--- src/rtl/alu_arbiter.sv ---
// alu_arbiter: two-requester front end for a shared combinational ALU.
// Grants one operation at a time (IDLE -> EXEC -> DONE), holds the result
// until the consumer takes it, and alternates priority between requesters.
module alu_arbiter #(
    parameter int WIDTH = 32
) (
    input  logic             clk,
    input  logic             rst,
    input  logic             req0_valid,
    output logic             req0_ready,
    input  logic [2:0]       req0_op,
    input  logic [WIDTH-1:0] req0_a,
    input  logic [WIDTH-1:0] req0_b,
    input  logic             req1_valid,
    output logic             req1_ready,
    input  logic [2:0]       req1_op,
    input  logic [WIDTH-1:0] req1_a,
    input  logic [WIDTH-1:0] req1_b,
    output logic [2:0]       alu_op,
    output logic [WIDTH-1:0] alu_a,
    output logic [WIDTH-1:0] alu_b,
    input  logic [WIDTH-1:0] alu_out,
    output logic             rsp_valid,
    input  logic             rsp_ready,
    output logic             rsp_id,
    output logic [WIDTH-1:0] rsp_data,
    output logic             rsp_err,
    output logic             busy
);

    typedef enum logic [1:0] {
        IDLE = 2'd0,
        EXEC = 2'd1,
        DONE = 2'd2
    } state_t;

    state_t             state, state_d;
    logic               ptr;      // requester that wins a tie
    logic               gnt0, gnt1;
    logic [2:0]         op_q;
    logic [WIDTH-1:0]   a_q, b_q, res_q;
    logic               id_q, err_q;
    logic               op_illegal;

    // Codes above SUB (3'b100) are not defined for the ALU.
    assign op_illegal = (op_q > 3'd4);

    // Next-state and grant decode; grants only exist in IDLE.
    always_comb begin
        state_d = state;
        gnt0    = 1'b0;
        gnt1    = 1'b0;
        case (state)
            IDLE: begin
                if (req0_valid && (!req1_valid || !ptr)) gnt0 = 1'b1;
                else if (req1_valid)                     gnt1 = 1'b1;
                if (gnt0 || gnt1) state_d = EXEC;
            end
            EXEC:    state_d = DONE;
            DONE:    if (rsp_ready) state_d = IDLE;
            default: state_d = IDLE;
        endcase
    end

    // Readies are forced low while reset is asserted so nothing is
    // handed off during an edge that will discard it anyway.
    assign req0_ready = gnt0 && !rst;
    assign req1_ready = gnt1 && !rst;

    // State register.
    always_ff @(posedge clk) begin
        if (rst) state <= IDLE;
        else     state <= state_d;
    end

    // Operand capture on grant, result capture in EXEC, pointer flip on handshake.
    always_ff @(posedge clk) begin
        if (rst) begin
            ptr   <= 1'b0;
            op_q  <= '0;
            a_q   <= '0;
            b_q   <= '0;
            id_q  <= 1'b0;
            res_q <= '0;
            err_q <= 1'b0;
        end else begin
            if (gnt0 || gnt1) begin
                op_q <= gnt1 ? req1_op : req0_op;
                a_q  <= gnt1 ? req1_a  : req0_a;
                b_q  <= gnt1 ? req1_b  : req0_b;
                id_q <= gnt1;
            end
            if (state == EXEC) begin
                res_q <= op_illegal ? '0 : alu_out;
                err_q <= op_illegal;
            end
            if (state == DONE && rsp_ready) ptr <= ~id_q;
        end
    end

    // ALU inputs always come from the latched operands, so they stay
    // steady between operations instead of following the request buses.
    assign alu_op    = op_q;
    assign alu_a     = a_q;
    assign alu_b     = b_q;

    assign rsp_valid = (state == DONE);
    assign rsp_id    = id_q;
    assign rsp_data  = res_q;
    assign rsp_err   = err_q;
    assign busy      = (state != IDLE);

endmodule

--- config.mk ---
export PLATFORM = sky130hd
export DESIGN_NAME = alu_arbiter
export DESIGN_NICKNAME = d
export VERILOG_FILES = /design/src/rtl/alu_arbiter.sv
export SDC_FILE = /design/constraint.sdc
export NUM_CORES = 1
export LEC_CHECK = 0
export ABC_AREA = 1
export CAP_MARGIN = 20
export CORE_MARGIN = 8
export CORE_UTILIZATION = 39
export CTS_BUF_LIST = sky130_fd_sc_hd__clkbuf_16
export CTS_CLUSTER_DIAMETER = 30
export DETAILED_ROUTE_END_ITERATION = 8
export GPL_ROUTABILITY_DRIVEN = 1
export PLACE_DENSITY = 0.8
export SYNTH_ARGS = -nofsm -noshare
export SYNTH_HDL_FRONTEND = slang
export SYNTH_SLANG_ARGS = --single-unit
--- constraint.sdc ---
create_clock -name clk -period 1.4 [get_ports clk]
set_input_delay 0.14 -clock clk [delete_from_list [all_inputs] [get_ports clk]]
set_output_delay 0.14 -clock clk [all_outputs]
set_load 0.05 [all_outputs]
# Yosys cells after proc, flatten, opt, wreduce, memory -nomap -nowiden
# Cells that the tools add are included.
[totals]
register_bits = 104
[op_classes]
magnitude_cmp = 1
eq_ne = 4
mux = 14
bitwise_logic = 1
reduce_logical = 13
[ops]
columns = ["cell", "count"]
rows = [
  ["$mux W32", 3],
  ["$mux W1", 7],
  ["$pmux W2 S3", 1],
  ["$logic_and A1 B1 Y1", 4],
  ["$mux W2", 2],
  ["$gt A3 B3 Y1 const B", 1],
  ["$logic_not A1 Y1", 3],
  ["$logic_or A1 B1 Y1", 3],
  ["$mux W3", 1],
  ["$eq A2 B1 Y1 const B", 1],
  ["$eq A2 B2 Y1 const B", 1],
  ["$logic_not A2 Y1", 1],
  ["$ne A2 B1 Y1 const B", 1],
  ["$ne A2 B2 Y1 const B", 1],
  ["$reduce_and A2 Y1", 1],
  ["$reduce_bool A2 Y1", 1],
  ["$not A1 Y1", 1],
]

# Logic depth before layout (Yosys ltp)
[logic_depth]
word_depth = 8
mapped_depth = 8

# Least setup slack after synthesis
# No wires, ideal clock.
[synth_timing]
path_type = "register to output"
start = "register state[0]"
end = "output port req1_ready"
t_arrival_ps = 1566
t_required_ps = 1260
setup_slack_ps = -306
stages_incl_launch_ff = 6
n_path_buf = 2
cell_sequence = "dfxtp_1 -> nor2_4 -> nand3_2 -> buf_2 -> buf_2 -> nor2_1"
[synth_between]
elab_chain_cells = 3
[synth_lines]
columns = ["item", "line_no", "source"]
rows = [
  ["start, declared", "37", "state_t state, state_d;"],
  ["start signal, assigned", "73", "else state <= state_d;"],
  ["$logic_not A2 Y1", "53", "case (state)"],
  ["$mux W1", "53", ""],
  ["$logic_and A1 B1 Y1", "68", "assign req1_ready = gnt1 && !rst;"],
  ["end, declared", "15", "output logic req1_ready,"],
]
# Every way passes these cells.

# Final worst setup path
[layout_timing]
start = "register state[1]"
end = "output port req0_ready"
[layout_between]
elab_chain_cells = 3
[layout_lines]
columns = ["item", "line_no", "source"]
rows = [
  ["$logic_not A2 Y1", "53", ""],
  ["$mux W1", "53", ""],
  ["$logic_and A1 B1 Y1", "67", "assign req0_ready = gnt0 && !rst;"],
  ["end, declared", "10", "output logic req0_ready,"],
]
# Every way passes these cells.

==> flow_summary.toml <==
[synth]
synth_top_area_share_pct = 40.9
synth_top_cell_by_area = "dfxtp_1"
syn_avg_cell_area_um2 = 6.51
ys_warn_count = 0
ys_types = 19
syn-num-nets = 953
netlist_instances = 782
synthTopCellsByArea = "dfxtp_1 (41%), nand2_1 (23%), a21oi_1 (10%)"
netlist_area_um2 = 5090
synth-seq-cells = 104
seq_area_frac_synth_pct = 40.9

[setup_path]
crit_path_start_kind = "flop"
arrival_ps = 1330
crit_required_ps = 1260
startpoint = "state[1]"
end_kind = "output pin"
r2r-start = "state[1]"
crit_type = "reg -> out"
rrSetupSlack_ps = -30
worst_r2r_endpoint = "alu_a[11]"
r2r_cells = 8
cp_max_fo = 3

[pwr]
irDropWorstVdd_uv = 769
power_density_nw_per_um2 = 1150
leakagePower_nw = 4.32

[clock_tree]
cts_max_path_buffers = 2
postCtsHoldBufs = 0
clk_latency_ps = 350
htreeDepth = 3
cts_tree = "built"
clkTransAtPathRegs_ps = 70
ctsRootBufferMaster = "clkbuf_16"
cts_made_buffers = 9
cts.sinks = 104

[route]
first_iter_violations = 253
routed_wl_um = 18700
drc = 0
drt-met1-wl_um = 7300
antenna_left = 0
routed-wl-met2_um = 9250
dr_wl_met3_um = 1860
via_per_inst = 4.62
routedWlPerCell_um = 15.2
routed.top_layer = "met4"
vias = 5667
dr.pass1.iters = 4

[final_layout]
finalNonFillerCells = 1226
area_delta_synth_final_pct = 69.1
layout_commonest_cell = "nand2_1"
nets = 1221
post_route_cells_drive_above_1_share_pct = 16.4
final_cell_mix = "nand2_1 (310), clkdlybuf4s50_1 (170), inv_1 (118), buf_4 (104), dfxtp_1 (102)"
antenna_cells = 0

[placement]
io_buffers = 275
pre_cts_slack_ps = -172
gp_congestion = 0.776
dp_hpwl_um = 13300
placed_cells = 1199

[grt]
grt_pass1_wl_um = 27500
track_usage_pct = 20.6
grt_pass1_vias = 5438
grt_overflow = 0
grt_max_degree = 47
antenna_found_initial = 0

[die]
rows = 41
chipHeight_um = 130
start_util_pct = 40.2
fp.coreArea_um2 = 12700
die_x_um = 130
die_area_um2 = 17000
ioPinCount = 276

[sta]
slew_violations = 0
hold_viol = 0
finalSetupTns_ps = -223
rsz0062_at_grt = "true"
period_needed_ps = 1470
finalClockSkew_ps = 8.43
worstMarginPinSlew_ps = 344
setup_viol = 9
layout_setup_ws_ps = -66.5
slew_headroom_pct = 77.1
max_freq_mhz = 682
min_period_over_period_pct = 105

[hold_path]
min_path_cells = 3
min_to = "rsp_data[26]"
worstHoldStart = "alu_out[26]"
hold_path_class = "in -> reg"

[run_status]
violations = "negative setup slack"
status = "complete, but fails checks"

[run]
cap_violations = 0
==> repair_timing <==
item,in CTS,in global routing
setup endpoints to repair,2,65
buffers inserted,5,1
gates resized for setup,7,17
pin swaps,3,2
cloned,1,5
==> kinds of logic (layout without fill, tap and decap cells) <==
logic type,after synthesis,after routing,synth area share (%)
DFF,104,104,40.9
AOI/OAI and AO/OA,118,118,11.7
buffers and inverters,170,442,13.3
and+or+nand+nor,390,390,34.1
==> layer usage <==
layer / GRT usage (%) / vias to the layer above
li1: - / 2916
met1: 23.1 / 2514
met2: 35.0 / 216
met3: 7.63 / 21
met4: 7.45 / 0
met5: 0 / -
==> stage by stage <==
step           cell area, um2  total power [mW]  hold slack [ps]  util (%)
2_1_floorplan            5110              5.83              283         -
6_report                 8610              9.86              336      67.9
5_1_grt                  8610              10.4              336      67.9
4_1_cts                  8440              9.80              324      66.6
3_3_place_gp             8080              7.39              445      63.8
3_5_place_dp             8080              7.43              456      63.8
==> synthesized netlist by cell type <==
| cell | n |
|---|---|
| nand2_2 | 3 |
| nand3b_1 | 65 |
| nand3_1 | 3 |
| dfxtp_1 | 104 |
| nor2_1 | 4 |
| nor3_1 | 1 |
| nand2_1 | 312 |
| nand3_2 | 1 |
| inv_1 | 117 |
| buf_4 | 1 |
| a21oi_2 | 1 |
| clkbuf_1 | 18 |
| a211oi_1 | 1 |
| buf_2 | 28 |
| inv_2 | 1 |
| o21ai_0 | 13 |
| nor2_4 | 1 |
| a21oi_1 | 103 |
| buf_1 | 5 |
==> registers in the layout, indices dropped and copies added, names as in the netlist <==
register / flops
state: 2
ptr: 1
rsp_id: 1
rsp_data: 32
alu_b: 32
alu_a: 32
rsp_err: 1
alu_op: 3
==> worst max-delay path, stage by stage, from the launching register on <==
cell	delay, ps
dfxtp_2	340
nor2_4	170
nand3_4	100
buf_8	130
nor2_4	100
buf_12	140
==> report_power, final <==
| group | switching [mW] | internal [mW] |
|---|---|---|
| sequential | 0.174 | 3.30 |
| clock | 1.12 | 1.19 |
| combinational | 2.41 | 1.67 |
| total | 3.70 | 6.16 |
==> worst max path at each step <==
stage,slack (ps),end,depth (start not counted)
CTS,-90,req0_ready,5
global route,-180,alu_a[11],8
finish,-70,req0_ready,5
floorplan,60,req1_ready,5
detailed placement,-170,alu_b[7],8
global placement,-160,req1_ready,7
==> layout make-up <==
type | instances | area (um2)
clock buffers | 9 | 225
clock inverters | 6 | 38.8
fillers | 1086 | 4070
inverters | 118 | 443
multi-input cells | 508 | 2410
flip-flops and latches | 104 | 2080
well taps | 172 | 215
repair buffers | 309 | 3180
Power figures use the tool's default switching activity.
